[src/rtl/sbuff_drain_ctrl_pkg.sv]
// Shared types and constants for the store-buffer drain controller.
package sbuff_drain_ctrl_pkg;

    // Width of a store-buffer entry ID as handed out by dispatch.
    localparam int STORE_BUFFER_ID_WIDTH = 5;

    // Pointers carry one extra wrap bit above the entry index.
    localparam int SBUFF_PTR_W = STORE_BUFFER_ID_WIDTH + 1;

    // Per-entry lifecycle: FREE -> ALLOC -> RDY (AGU written) -> CMT.
    typedef enum logic [1:0] {
        ENT_FREE  = 2'd0,
        ENT_ALLOC = 2'd1,
        ENT_RDY   = 2'd2,
        ENT_CMT   = 2'd3
    } sbuff_ent_e;

    // Drain state machine towards the dcache.
    typedef enum logic [1:0] {
        DRN_IDLE = 2'd0,
        DRN_REQ  = 2'd1,
        DRN_RESP = 2'd2
    } sbuff_drn_e;

    // Number of set bits in a 4-slot valid vector.
    function automatic logic [2:0] slot_cnt(input logic [3:0] v);
        return 3'(v[0]) + 3'(v[1]) + 3'(v[2]) + 3'(v[3]);
    endfunction

endpackage

[src/rtl/sbuff_drain_fsm.sv]
// Drain state machine: issues one dcache store request for the head entry,
// waits for the response, then signals the head to retire.
//
// Request handshake: o_req_vld rises only in REQ and stays high with
// addr/data/mask frozen until a cycle where both o_req_vld and i_dc_req_rdy
// are 1; that cycle is the single transfer. The response is a bare valid
// (i_dc_resp_vld) accepted only in RESP; o_drain_done is high in exactly
// that cycle.
import sbuff_drain_ctrl_pkg::*;

module sbuff_drain_fsm #(
    parameter int ADDR_W = 32,
    parameter int DATA_W = 64,
    parameter int MASK_W = 8
) (
    input  logic              clk,
    input  logic              rst_n,
    input  logic              i_drain_elig,
    input  logic [ADDR_W-1:0] i_head_addr,
    input  logic [DATA_W-1:0] i_head_data,
    input  logic [MASK_W-1:0] i_head_mask,
    input  logic              i_dc_req_rdy,
    input  logic              i_dc_resp_vld,
    output logic              o_req_vld,
    output logic [ADDR_W-1:0] o_req_addr,
    output logic [DATA_W-1:0] o_req_data,
    output logic [MASK_W-1:0] o_req_mask,
    output logic              o_drain_done,
    output sbuff_drn_e        o_dbg_state
);

    sbuff_drn_e state;

    // State and registered request outputs; the payload is captured once on
    // entry to REQ so it cannot move while the request is pending.
    always_ff @(posedge clk or negedge rst_n) begin
        if (!rst_n) begin
            state      <= DRN_IDLE;
            o_req_vld  <= 1'b0;
            o_req_addr <= '0;
            o_req_data <= '0;
            o_req_mask <= '0;
        end else begin
            case (state)
                DRN_IDLE: begin
                    if (i_drain_elig) begin
                        state      <= DRN_REQ;
                        o_req_vld  <= 1'b1;
                        o_req_addr <= i_head_addr;
                        o_req_data <= i_head_data;
                        o_req_mask <= i_head_mask;
                    end
                end
                DRN_REQ: begin
                    if (o_req_vld && i_dc_req_rdy) begin
                        state     <= DRN_RESP;
                        o_req_vld <= 1'b0;
                    end
                end
                DRN_RESP: begin
                    if (i_dc_resp_vld) begin
                        state <= DRN_IDLE;
                    end
                end
                default: begin
                    state     <= DRN_IDLE;
                    o_req_vld <= 1'b0;
                end
            endcase
        end
    end

    // Retire pulse coincides with the dcache response.
    assign o_drain_done = (state == DRN_RESP) && i_dc_resp_vld;
    assign o_dbg_state  = state;

endmodule

[src/rtl/sbuff_drain_ctrl.sv]
// Store-buffer entry tracking and in-order drain to the dcache. Entries are
// allocated by dispatch, filled by the AGU, committed by the ROB and then
// drained one at a time; each drained store returns one dispatch credit.
import sbuff_drain_ctrl_pkg::*;

module sbuff_drain_ctrl #(
    parameter int DEPTH  = 32,
    parameter int ID_W   = STORE_BUFFER_ID_WIDTH,
    parameter int ADDR_W = 32,
    parameter int DATA_W = 64,
    parameter int MASK_W = 8
) (
    input  logic              clk,
    input  logic              rst_n,
    input  logic              i_csr_trap_flush,
    input  logic              i_exu_mis_flush,
    input  logic              i_rob_mis_st_vld,
    input  logic [ID_W-1:0]   i_rob_mis_st_id,
    input  logic [3:0]        i_dsp_stq_req_vld,
    input  logic [ID_W-1:0]   i_dsp_stq_req_dsp_id,
    input  logic              i_agu_st_vld,
    input  logic [ID_W-1:0]   i_agu_st_id,
    input  logic [ADDR_W-1:0] i_agu_st_addr,
    input  logic [DATA_W-1:0] i_agu_st_data,
    input  logic [MASK_W-1:0] i_agu_st_mask,
    input  logic [3:0]        i_rob_st_cmt_vld,
    output logic              o_dc_st_req_vld,
    input  logic              i_dc_st_req_rdy,
    output logic [ADDR_W-1:0] o_dc_st_req_addr,
    output logic [DATA_W-1:0] o_dc_st_req_data,
    output logic [MASK_W-1:0] o_dc_st_req_mask,
    input  logic              i_dc_st_resp_vld,
    output logic              o_exu_dsp_s_ret,
    output logic              o_sbuff_idle,
    output logic              o_sbuff_cmt_empty
);

    localparam int PW = ID_W + 1;

    // Pointers: head = oldest live entry, cmt = first uncommitted, tail = next free.
    logic [PW-1:0]     head_ptr;
    logic [PW-1:0]     cmt_ptr;
    logic [PW-1:0]     tail_ptr;
    logic [ID_W-1:0]   head_idx;

    sbuff_ent_e        ent_state     [DEPTH];
    sbuff_ent_e        ent_state_nxt [DEPTH];
    // Set while an entry is committed but its AGU write has not landed.
    logic [DEPTH-1:0]  ent_cflag;
    logic [DEPTH-1:0]  ent_cflag_nxt;
    logic [ADDR_W-1:0] ent_addr [DEPTH];
    logic [DATA_W-1:0] ent_data [DEPTH];
    logic [MASK_W-1:0] ent_mask [DEPTH];

    logic [2:0]        alloc_cnt;
    logic [2:0]        cmt_cnt;
    logic              mis_flush;
    logic [PW-1:0]     rb_ptr;
    logic [PW-1:0]     flush_len;
    logic [DEPTH-1:0]  alloc_hit;
    logic [DEPTH-1:0]  cmt_hit;
    logic [DEPTH-1:0]  flush_hit;
    logic [DEPTH-1:0]  wr_hit;
    logic [DEPTH-1:0]  free_hit;

    logic              drain_elig;
    logic              drain_done;
    sbuff_drn_e        drn_state;
    logic              fsm_idle;

    assign head_idx  = head_ptr[ID_W-1:0];
    assign alloc_cnt = slot_cnt(i_dsp_stq_req_vld);
    assign cmt_cnt   = slot_cnt(i_rob_st_cmt_vld);
    assign mis_flush = i_exu_mis_flush && i_rob_mis_st_vld;

    // The rollback point is measured from cmt so that a full buffer with a
    // rollback to the first uncommitted ID discards every uncommitted entry.
    assign rb_ptr    = cmt_ptr + {1'b0, i_rob_mis_st_id - cmt_ptr[ID_W-1:0]};
    assign flush_len = tail_ptr - rb_ptr;

    // Per-entry event decode: each range test is a modular distance from the
    // range start compared against the range length.
    always_comb begin
        alloc_hit = '0;
        cmt_hit   = '0;
        flush_hit = '0;
        wr_hit    = '0;
        free_hit  = '0;
        for (int e = 0; e < DEPTH; e++) begin
            flush_hit[e] = mis_flush &&
                           ({1'b0, ID_W'(e) - rb_ptr[ID_W-1:0]} < flush_len);
            alloc_hit[e] = !mis_flush &&
                           ({1'b0, ID_W'(e) - i_dsp_stq_req_dsp_id} < PW'(alloc_cnt));
            cmt_hit[e]   = ({1'b0, ID_W'(e) - cmt_ptr[ID_W-1:0]} < PW'(cmt_cnt));
            wr_hit[e]    = i_agu_st_vld && !i_csr_trap_flush && !flush_hit[e] &&
                           (i_agu_st_id == ID_W'(e)) && (ent_state[e] != ENT_FREE);
            free_hit[e]  = drain_done && (head_idx == ID_W'(e));
        end
    end

    // Next entry state: trap/rollback clear first, then allocation, then
    // retirement, then write/commit progress on live entries.
    always_comb begin
        for (int e = 0; e < DEPTH; e++) begin
            ent_state_nxt[e] = ent_state[e];
            ent_cflag_nxt[e] = ent_cflag[e];
            if (i_csr_trap_flush || flush_hit[e]) begin
                ent_state_nxt[e] = ENT_FREE;
                ent_cflag_nxt[e] = 1'b0;
            end else if (alloc_hit[e]) begin
                ent_state_nxt[e] = ENT_ALLOC;
                ent_cflag_nxt[e] = 1'b0;
            end else if (free_hit[e]) begin
                ent_state_nxt[e] = ENT_FREE;
                ent_cflag_nxt[e] = 1'b0;
            end else if (ent_state[e] == ENT_ALLOC) begin
                if (wr_hit[e]) begin
                    ent_state_nxt[e] = (ent_cflag[e] || cmt_hit[e]) ? ENT_CMT : ENT_RDY;
                    ent_cflag_nxt[e] = 1'b0;
                end else begin
                    ent_cflag_nxt[e] = ent_cflag[e] || cmt_hit[e];
                end
            end else if (ent_state[e] == ENT_RDY && cmt_hit[e]) begin
                ent_state_nxt[e] = ENT_CMT;
            end
        end
    end

    // Entry state and pointer registers.
    always_ff @(posedge clk or negedge rst_n) begin
        if (!rst_n) begin
            for (int e = 0; e < DEPTH; e++) begin
                ent_state[e] <= ENT_FREE;
            end
            ent_cflag <= '0;
            head_ptr  <= '0;
            cmt_ptr   <= '0;
            tail_ptr  <= '0;
        end else begin
            for (int e = 0; e < DEPTH; e++) begin
                ent_state[e] <= ent_state_nxt[e];
            end
            ent_cflag <= ent_cflag_nxt;
            if (i_csr_trap_flush) begin
                head_ptr <= '0;
                cmt_ptr  <= '0;
                tail_ptr <= '0;
            end else begin
                if (drain_done) begin
                    head_ptr <= head_ptr + PW'(1);
                end
                cmt_ptr  <= cmt_ptr + PW'(cmt_cnt);
                tail_ptr <= mis_flush ? rb_ptr : tail_ptr + PW'(alloc_cnt);
            end
        end
    end

    // Store payload array; only accepted AGU writes update it.
    always_ff @(posedge clk) begin
        for (int e = 0; e < DEPTH; e++) begin
            if (wr_hit[e]) begin
                ent_addr[e] <= i_agu_st_addr;
                ent_data[e] <= i_agu_st_data;
                ent_mask[e] <= i_agu_st_mask;
            end
        end
    end

    // The head may drain once it is committed and its data has landed.
    assign drain_elig = (head_ptr != cmt_ptr) && (ent_state[head_idx] == ENT_CMT);

    sbuff_drain_fsm #(
        .ADDR_W (ADDR_W),
        .DATA_W (DATA_W),
        .MASK_W (MASK_W)
    ) u_drain_fsm (
        .clk           (clk),
        .rst_n         (rst_n),
        .i_drain_elig  (drain_elig),
        .i_head_addr   (ent_addr[head_idx]),
        .i_head_data   (ent_data[head_idx]),
        .i_head_mask   (ent_mask[head_idx]),
        .i_dc_req_rdy  (i_dc_st_req_rdy),
        .i_dc_resp_vld (i_dc_st_resp_vld),
        .o_req_vld     (o_dc_st_req_vld),
        .o_req_addr    (o_dc_st_req_addr),
        .o_req_data    (o_dc_st_req_data),
        .o_req_mask    (o_dc_st_req_mask),
        .o_drain_done  (drain_done),
        .o_dbg_state   (drn_state)
    );

    assign fsm_idle          = (drn_state == DRN_IDLE);
    assign o_exu_dsp_s_ret   = drain_done;
    assign o_sbuff_cmt_empty = (head_ptr == cmt_ptr) && fsm_idle;
    assign o_sbuff_idle      = (head_ptr == tail_ptr) && fsm_idle;

endmodule

[config.mk]
export PLATFORM = sky130hd
export DESIGN_NAME = sbuff_drain_ctrl
export DESIGN_NICKNAME = d
export VERILOG_FILES = /design/src/rtl/sbuff_drain_ctrl_pkg.sv /design/src/rtl/sbuff_drain_fsm.sv /design/src/rtl/sbuff_drain_ctrl.sv
export SDC_FILE = /design/constraint.sdc
export NUM_CORES = 2
export LEC_CHECK = 0
export CELL_PAD_IN_SITES_DETAIL_PLACEMENT = 1
export CELL_PAD_IN_SITES_GLOBAL_PLACEMENT = 2
export CORE_ASPECT_RATIO = 1.1
export CORE_MARGIN = 2
export CORE_UTILIZATION = 35
export DETAILED_ROUTE_END_ITERATION = 8
export PLACE_DENSITY = 0.58
export SYNTH_ARGS = -nofsm -noshare
export SYNTH_HDL_FRONTEND = slang
export SYNTH_HIERARCHICAL = 1
export SYNTH_SLANG_ARGS = --single-unit
export TNS_END_PERCENT = 100
[constraint.sdc]
create_clock -name clk -period 17.4 [get_ports clk]
set_clock_uncertainty 0.15 [all_clocks]
set_input_delay 2.61 -clock clk [delete_from_list [all_inputs] [get_ports clk]]
set_output_delay 2.61 -clock clk [all_outputs]
set_load 0.1 [all_outputs]
==> reports/qor.yml <==
run_status:
  status: "complete, no violations"
setup_path:
  regToRegSetupSlack_ns: 8.41
  cp_max_fo: 47
  endpoint: "ent_addr[21][9]"
  arrival_ns: 10.72
  regToRegStartpoint: "cmt_ptr[1]"
  critPathLaunch: "i_rob_mis_st_id[0]"
  ff2ff_path_depth: 18
  cp-end-kind: "register"
  critPathLaunchType: "primary input"
  worstSetupPathType: "in -> reg"
  cp.required_ns: 17.83
  reg2reg_to: "ent_addr[21][9]"
place:
  dp_hpwl_um: 243000
  portBuffers: 242
  place.gp.congestion: 0.793
  placed_cells_incl_taps: 12100
  detailedPlace.worstSlack_ns: 5.92
cells_and_area:
  area_growth_syn_to_layout_pct: 15.5
  seqCellArea_um2: 105000
  drive_gt1_share_pct: 25.8
  fin_nets: 7440
  fillCellCount: 37500
  multi_input_area_um2: 34600
  utilization_pct: 40.7
  fin_cells: 12800
grt:
  grt_usage_pct: 20.5
  grt_overflow: 0
  grt_pass1_vias: 75100
  grt_pass1_wl_um: 597000
  antenna_found_initial: 49
  grt_max_degree: 107
synth:
  ys_top_cells_by_area: "edfxtp_1 71%, mux4_2 17%, dfrtp_1 3.9%"
  synth-main-ff-cell: "edfxtp_1"
  yosys.area.top_type: "edfxtp_1"
  ys_ff_latch: 3549
  yosysSeqAreaShare_pct: 74.5
  netlist_top_cells_count: "3328 x edfxtp_1, 1045 x mux4_2, 411 x nand2_1"
  ys_warn_count: 6
  yosysMostFrequentCell: "edfxtp_1"
  ys_types: 81
  yosysTopAreaCellShare_pct: 70.6
  synth_edf_count: 3328
  netlist_instances: 6639
  async_flop_share_pct: 6.23
  synth.avg_cell_area_um2: 21.3
  synthesis.nets: 6932
  synth_area_um2: 142000
clock_network:
  htreeDepth: 5
  cts_buffers: 383
  path_clk_slew_ns: 0.06
  cts_hold_buf: 0
  clkSinkCount: 3549
  root_buffer: "clkbuf_16"
  cts_resized: 0
  cts_setup_buffers: 0
  clockBufferDepth: 4
  cts_tree: "yes"
  clk_latency_ns: 0.97
power_and_ir_drop:
  p_total_mw: 21.2
  p_per_area_nw_per_um2: 130
  ir_worst_vdd_mv: 0.137
  p_sw_share_pct: 27.5
  power_frac_clock_pct: 38.1
  leakagePower_nw: 51.4
  combinationalPowerShare_pct: 17.6
  pwr-share-seq_pct: 44.3
  power.internal_mw: 15.4
  net-switching-power_mw: 5.84
route:
  num_vias: 69600
  antenna_left: 0
  via_per_inst: 5.45
  drcViolationCount: 0
  wl_per_cell_um: 32.9
  drt_pre_antenna_iters: 5
  drtIter0Drc: 6036
  drt_wl_total_um: 420000
timing:
  setup_viol: 0
  fin_crit_ns: 10.29
  fin_crit_sh_pct: 59.2
  tightest_slew_ns: 1.37
  fin_setup_tns_ns: 0
  rsz0062_at_grt: "false"
  fin_ws_ns: 7.11
  hold_viol: 0
  max_slew_margin_pct: 8.23
  slew_violations: 0
  max_freq_ghz: 0.0972
floorplanning:
  core_area_um2: 402000
  die_height_um: 671
  die-area_um2: 410000
  num_io_pins: 243
  core.rowCount: 244
  initial_utilization_pct: 35.2
  die_width_um: 610
flow_run:
  maxCapViolCount: 0
worst_hold_path:
  min_path_type: "reg -> reg"
-- critical path: stages --
cell and delay, ns:
clkdlybuf4s50_1 0.46, inv_1 0.11, ha_1 0.22, inv_1 0.08
fa_1 0.47, fa_1 0.46, xor2_1 0.82, inv_1 0.41
ha_1 0.46, o21ai_0 0.10, a22oi_1 0.28, xnor2_1 0.12
xnor2_1 0.78, ha_1 0.29, a21o_1 0.16, a21oi_1 0.13
inv_1 0.10, a21oi_1 0.12, nor2_4 0.73, buf_4 0.83
buf_4 0.86
-- layout by cell type (no fill, tap or decap), types with 68 or more instances in the layout --
master           synthesis  final
a21oi_1                126    126
buf_4                    5    192
clkbuf_1               148     81
clkbuf_16                0    390
clkdlybuf4s50_1          0    221
clkinv_1                 1     87
clkinv_2                 0     68
dfrtp_1                221    216
edfxtp_1              3328   3328
ha_1                   150    150
inv_1                   95     95
mux4_2                1045   1045
nand2_1                411    411
nor2_1                 109     77
nor3_1                  86     85
-- stage by stage --
| stage | hold slack, ns | area (um^2) |
|---|---|---|
| floorplan | 0.378 | 142000 |
| global placement | 0.318 | 151000 |
| detailed placement | 0.328 | 151000 |
| CTS | 0.341 | 164000 |
| global route | 0.355 | 164000 |
| finish | 0.335 | 164000 |
-- worst min-delay path by stage --
stage	startpoint	to	slack, ns	depth (start not counted)
2_1_floorplan	u_drain_fsm/o_dbg_state[1]	u_drain_fsm/o_dbg_state[0]	0.38	1
3_3_place_gp	u_drain_fsm/o_req_data[25]	u_drain_fsm/o_req_data[25]	0.32	1
3_5_place_dp	u_drain_fsm/o_req_data[32]	u_drain_fsm/o_req_data[32]	0.33	1
4_1_cts	u_drain_fsm/o_req_data[32]	u_drain_fsm/o_req_data[32]	0.34	1
5_1_grt	u_drain_fsm/o_req_data[21]	u_drain_fsm/o_req_data[21]	0.36	1
6_report	u_drain_fsm/o_req_data[21]	u_drain_fsm/o_req_data[21]	0.34	1
-- power by group through the flow --
stage | logic, mW | registers, mW | clock network (mW)
after CTS | 3.79 | 9.41 | 8.30
after global placement | 3.78 | 9.59 | 0
after global routing | 4.17 | 9.41 | 8.59
final | 3.74 | 9.41 | 8.09
after floorplan | 2.45 | 9.58 | 0
after detailed placement | 3.78 | 9.59 | 0
-- area by class of cell --
class | instances | share of cell area [%]
clock inverters | 222 | 1.30
repair buffers | 450 | 2.50
multi-input cells | 2665 | 21.1
diodes | 14 | 0.0214
clock buffers | 483 | 6.25
well taps | 5289 | 4.05
inverters | 98 | 0.230
flip-flops and latches | 3549 | 64.5
-- registers in the layout (all words and copies together), names as in the netlist --
name	cells
u_drain_fsm/o_req_vld	1
ent_data	2048
cmt_ptr	6
u_drain_fsm/o_req_mask	8
tail_ptr	6
u_drain_fsm/o_req_data	64
ent_mask	256
u_drain_fsm/o_req_addr	32
ent_state	64
ent_addr	1024
ent_cflag	32
head_ptr	6
u_drain_fsm/o_dbg_state	2
-- layer usage --
| layer | global-route usage (%) | routed length (um) | vias to the layer above |
|---|---|---|---|
| li1 | - | - | 28700 |
| met1 | 28.3 | 183000 | 38800 |
| met2 | 35.1 | 213000 | 1689 |
| met3 | 2.27 | 17700 | 445 |
| met4 | 3.76 | 6650 | 12 |
| met5 | 0 | 75 | - |
-- logic make-up (layout without fill, tap and decap cells) --
group,count (synthesis),count (layout),share of synthesized area [%]
xor+xnor,102,102,0.650
fa+ha+maj,158,158,1.44
simple gates,829,829,2.73
compound gates,426,426,1.96
mux,1150,1150,17.5
buf+inv,425,1253,1.26
other cells,0,14,0
flops,3549,3549,74.5
Note: power is estimated with default switching activity, not from simulation.
